$ cat config.mk
export PLATFORM = sky130hd
export DESIGN_NAME = imem_loader
export DESIGN_NICKNAME = d
export VERILOG_FILES = /design/src/rtl/imem_loader_pkg.sv /design/src/rtl/imem_loader_byte_packer.sv /design/src/rtl/imem_loader.sv
export SDC_FILE = /design/constraint.sdc
export NUM_CORES = 1
export LEC_CHECK = 0
export ABC_AREA = 1
export ABC_CLOCK_PERIOD_IN_PS = 3300
export CAP_MARGIN = 20
export CORE_ASPECT_RATIO = 1.5
export CORE_MARGIN = 2
export CORE_UTILIZATION = 30
export DETAILED_ROUTE_END_ITERATION = 10
export GPL_TIMING_DRIVEN = 0
export PLACE_DENSITY = 0.51
export REMOVE_ABC_BUFFERS = 1
export SLEW_MARGIN = 20
export SYNTH_ARGS = -nofsm -noshare
export SYNTH_HDL_FRONTEND = slang
export SYNTH_SLANG_ARGS = --single-unit
$ cat constraint.sdc
create_clock -name clk -period 3.3 [get_ports clk]
set_clock_uncertainty 0.05 [all_clocks]
set_input_delay 0.66 -clock clk [delete_from_list [all_inputs] [get_ports clk]]
set_output_delay 0.66 -clock clk [all_outputs]
set_load 0.02 [all_outputs]
$ cat src/rtl/imem_loader_pkg.sv
// Shared types and constants for the boot-time instruction loader.
// The CHK state is only reachable when IMEM_LOADER_CHECKSUM_EN is defined.
package imem_loader_pkg;

  localparam int BYTES_PER_WORD    = 4;
  localparam int DEFAULT_ADDR_W    = 10;
  localparam int DEFAULT_MAX_WORDS = 1024;

  typedef enum logic [2:0] {
    HDR   = 3'd0,
    LOAD  = 3'd1,
    FLUSH = 3'd2,
    CHK   = 3'd3,
    DONE  = 3'd4,
    ERROR = 3'd5
  } state_t;

endpackage

$ cat src/rtl/imem_loader_byte_packer.sv
// Packs accepted stream bytes into little-endian 32-bit words.
// word/word_valid are combinational so the consumer can register the word on the accepting edge.
module byte_packer
  import imem_loader_pkg::*;
(
  input  logic        clk,
  input  logic        rst,
  input  logic [7:0]  in_data,
  input  logic        accept,
  output logic [31:0] word,
  output logic        word_valid
);

  logic [1:0]  byte_cnt;
  logic [23:0] lower;

  always_ff @(posedge clk) begin
    if (rst) begin
      byte_cnt <= 2'd0;
      lower    <= 24'd0;
    end else if (accept) begin
      byte_cnt <= byte_cnt + 2'd1;
      case (byte_cnt)
        2'd0:    lower[7:0]   <= in_data;
        2'd1:    lower[15:8]  <= in_data;
        2'd2:    lower[23:16] <= in_data;
        default: ;
      endcase
    end
  end

  // The fourth byte goes straight to [31:24] without being stored.
  assign word       = {in_data, lower};
  assign word_valid = accept && (byte_cnt == 2'(BYTES_PER_WORD - 1));

endmodule

$ cat src/rtl/imem_loader.sv
// Boot loader: length header, then N words written to imem from address 0, then core release.
// Define IMEM_LOADER_CHECKSUM_EN to require a trailing XOR checksum word before release.
//
// state | meaning
// HDR   | collecting the 4-byte length word
// LOAD  | collecting image words, one imem write per word
// FLUSH | one cycle before release (final strobe, or no-write cases)
// CHK   | collecting the checksum word (checksum build only)
// DONE  | image loaded, core released
// ERROR | load aborted, core held in reset
module imem_loader
  import imem_loader_pkg::*;
#(
  parameter int ADDR_W    = DEFAULT_ADDR_W,
  parameter int MAX_WORDS = DEFAULT_MAX_WORDS
) (
  input  logic              clk,
  input  logic              rst,
  input  logic [7:0]        in_data,
  input  logic              in_valid,
  output logic              in_ready,
  output logic              imem_we,
  output logic [ADDR_W-1:0] imem_addr,
  output logic [31:0]       imem_wdata,
  output logic              core_rst,
  output logic              done,
  output logic              err
);

  localparam int CNT_W = ADDR_W + 1;

  state_t           state;
  logic             accept;
  logic [31:0]      word;
  logic             word_valid;
  logic [CNT_W-1:0] word_cnt;
  logic [CNT_W-1:0] last_idx;
`ifdef IMEM_LOADER_CHECKSUM_EN
  logic [31:0]      csum;
`endif

  always_comb begin
    in_ready = 1'b0;
    case (state)
      HDR, LOAD: in_ready = 1'b1;
`ifdef IMEM_LOADER_CHECKSUM_EN
      CHK:       in_ready = 1'b1;
`endif
      default:   in_ready = 1'b0;
    endcase
  end

  assign accept = in_valid && in_ready;

  byte_packer u_packer (
    .clk        (clk),
    .rst        (rst),
    .in_data    (in_data),
    .accept     (accept),
    .word       (word),
    .word_valid (word_valid)
  );

  always_ff @(posedge clk) begin
    if (rst) begin
      state      <= HDR;
      word_cnt   <= '0;
      last_idx   <= '0;
      imem_we    <= 1'b0;
      imem_addr  <= '0;
      imem_wdata <= 32'd0;
      core_rst   <= 1'b1;
      done       <= 1'b0;
      err        <= 1'b0;
`ifdef IMEM_LOADER_CHECKSUM_EN
      csum       <= 32'd0;
`endif
    end else begin
      imem_we <= 1'b0;
      case (state)
        HDR: begin
          if (word_valid) begin
            if (word == 32'd0) begin
`ifdef IMEM_LOADER_CHECKSUM_EN
              state <= CHK;
`else
              state <= FLUSH;
`endif
            end else if (word > 32'(MAX_WORDS)) begin
              state <= ERROR;
              err   <= 1'b1;
            end else begin
              state    <= LOAD;
              last_idx <= CNT_W'(word - 32'd1);
            end
          end
        end
        LOAD: begin
          if (word_valid) begin
            imem_we    <= 1'b1;
            imem_addr  <= word_cnt[ADDR_W-1:0];
            imem_wdata <= word;
            word_cnt   <= word_cnt + CNT_W'(1);
`ifdef IMEM_LOADER_CHECKSUM_EN
            csum       <= csum ^ word;
            if (word_cnt == last_idx) state <= CHK;
`else
            if (word_cnt == last_idx) state <= FLUSH;
`endif
          end
        end
        FLUSH: begin
          state    <= DONE;
          done     <= 1'b1;
          core_rst <= 1'b0;
        end
`ifdef IMEM_LOADER_CHECKSUM_EN
        // Match routes through FLUSH so release lands one edge after the last byte.
        CHK: begin
          if (word_valid) begin
            if (word == csum) begin
              state <= FLUSH;
            end else begin
              state <= ERROR;
              err   <= 1'b1;
            end
          end
        end
`endif
        DONE, ERROR: ;
        default: state <= HDR;
      endcase
    end
  end

endmodule

==> results.md <==
- Status: finished clean
- Post-Synth XOR/XNOR Area: 0.01477
- Yosys warning count: 0
- Initial antenna violation count: 0
- Final setup vio count: 0
- Total Power: 0.002484 W
- Area Overhead vs Synth: 23.49%
- Post-route ant nets: 0
- Routed WL: 10,580 µm
- Fin area: 5125 µm²
- Syn avg cell area: 7.320 µm²
- Max Cap Violations: 0
- Compound-Gate Fraction of Synth Area: 0.1519
- Worst slew margin: 0.5026
- Total core area: approximately 14,000 µm²
- Worst-path fanout max: 64
- Seq/Total Area, Yosys: 0.4679
- Post-synthesis mux area share: 0
- Post-synth top cells: nand2_1 (141), dfxtp_1 (97), a21oi_1 (80)
- Pre-antenna DRT Iters: 4
- Sequential power share: 0.488
- EDFF count, synth: 0
- CTS buffer count: 9
- I/O pin count: 58
- PwrDens: 484.8 nW/µm²
- Main synth FF type: dfxtp_1
- Slew Viols, Final: 0
- Async S/R FF share, synth: 0
- Vias: ~3,700
- GR Overflow Total: 0
- Clk_lat worst skew: 0.35 ns
- Max Buffers Root-to-Sink: 2
- Synth cell types: 30
- Post-cts hold buffer count: 0
- Seq cells post-synth: 97
- R2R Setup Slk: 0.76 ns
- Post-Syn Area: 4150 µm²
- Area leader, netlist: dfxtp_1
- RSZ-0062 raised after global routing: no
- Setup CP Type: in -> reg
- Total GRT Usage: 0.1488
- Yosys top cell area share: 0.4679
- Peak supply drop: approximately 0.26 mV
- Die ar.: about 15,000 µm²
- Post-CTS setup buffer count: 0
- Setup TNS: 0 ns
- Starting DRT DRC Count: 109
- Die height: 148.1 µm
- Adder-Cell Fraction of Synth Area: 0.02110
- Critical Path RT: approximately 3.5 ns
- Final Hold Viols: 0
- Antenna diodes: 0
- Post-DR vias/cell: approximately 4.7
- Share of cells above drive strength 1: 0.05997
- Simple-Gate Fraction of Synth Area: 0.2674
- DR DRC count: 0
- Combinational fraction of design power: 0.091
- Vias in the first global route: 3,670
- CP arrival: 3.02 ns
- F_max: 353.0 MHz
- CTS tree: done
- Final net count: 630
- P_leak: 1.969 nW
- Clock root cell: clkbuf_16
- CP Capture Type: register
- Row cnt: 52
- Tcrit/Tclk final: 0.8585
- IO buf count: 57
- First-pass GRT wire length: 17,470 µm
- Worst-Margin Slew: 0.7450 ns
- CTS clk-pin slew, worst paths: 0.07 ns
- Syn Inst Count: roughly 570
- Die X: about 100 µm
- Htree depth: 3
- Largest net degree at the start of global routing: 65
- Synth top area cells: dfxtp_1 (47%), nand2_1 (13%), a21oi_1 (9.6%)
- Sink Count: 97
- Combinational family with the most area after synthesis: simple AND/OR/NAND/NOR gates
- Starting Density: 0.3067
- Net Sw Frac: 0.2536
- WL/cell: 13.58 µm
- Switching Power: 0.0006301 W
- Hold crit path type: reg -> reg
- Routability-driven placement congestion ratio: 0.9138
- Count leader, synth: nand2_1
- DP HPWL: approximately 7500 µm
- Min cycle time layout: 2.833 ns
- P_int: between 0.0015 and 0.002 W
- Critical path launch point type: input port
- DP Area: 4826 µm²
- Clock power share: 0.420
## path summary, 6_finish.rpt
check,start,endpoint,cells after the start
worst max-delay path,in_valid,word_cnt[8],10
worst min-delay path,core_rst,core_rst,2
worst max register to register,u_packer.byte_cnt[1],word_cnt[8],10
worst min register to register,core_rst,core_rst,2
## cell families (layout without fill, tap and decap cells)
family / after synthesis / count (layout)
AND/OR/NAND/NOR: 254 / 254
AO/OA/AOI/OAI: 125 / 125
flip-flops: 97 / 97
buffers and inverters: 77 / 127
adder cells (fa/ha/maj): 7 / 7
XOR/XNOR: 7 / 7
## power by group through the flow
stage	clock, W	combinational (W)	sequential (W)
floorplan	0	0.000150	0.00124
global placement	0	0.000224	0.00124
detailed placement	0	0.000229	0.00124
CTS	0.00108	0.000231	0.00121
global route	0.00112	0.000257	0.00122
finish	0.00104	0.000227	0.00121
## layout by cell type (no fill, tap or decap), drive strengths merged
master	n
nand2	144
dfxtp	97
a21oi	80
nor2	66
clkdlybuf4s50	56
inv	53
o21ai	43
nand3	28
clkbuf	9
nand4	8
nor3	7
ha	7
xor2	6
clkinvlp	3
clkinv	3
buf	2
xnor2	1
nor3b	1
a211oi	1
o31ai	1
bufinv	1
## metal layers
metal,GRT usage,part of all wire,vias to the layer above
met5,0,0,-
met4,0.05890,0.025,0
met3,0.03430,0.031,20
met2,0.2767,0.53,66
met1,0.1601,0.41,1676
li1,-,-,1924
## repair_timing
item	4_1_cts	5_1_grt
setup endpoints to repair	0	3
gates resized for setup	0	2
hold endpoints to repair	0	0
## flip-flops by register name, summed over array words and instances, names as in the netlist
signal,count
word_cnt,11
imem_we,1
err,1
last_idx,11
done,1
imem_addr,10
core_rst,1
imem_wdata,32
state,3
u_packer.lower,24
u_packer.byte_cnt,2
## worst max-delay path, cell delays in order
cell	delay, ns
clkdlybuf4s50_1	0.53
nand2_4	0.11
nor2_2	0.10
nand2_2	0.40
inv_4	0.61
nand2_1	0.20
nor2_2	0.17
nand3_1	0.08
nand2_1	0.06
a21oi_1	0.05
## metrics by stage
step / cells / hold WS [ns] / util / setup WS, ns
final: 779 / 0.4033 / 0.3787 / 0.4669
after floorplan: 543 / 0.3979 / - / 0.6911
after detailed placement: 763 / 0.3993 / 0.3566 / -0.2721
after global routing: 779 / 0.4230 / 0.3787 / 0.2193
after CTS: 779 / 0.4094 / 0.3785 / 0.1124
after global placement: 762 / 0.3953 / 0.3553 / -1.021
## cell type report
class	instances	area (µm²)
multi-input cells	393	1892
clock buffers	9	225.2
well taps	162	202.7
clock inverters	7	71.32
inverters	53	206.4
fillers	1440	8408
repair buffers	58	585.6
flip-flops and latches	97	1942
No activity file was read; power rests on OpenSTA's default activity.
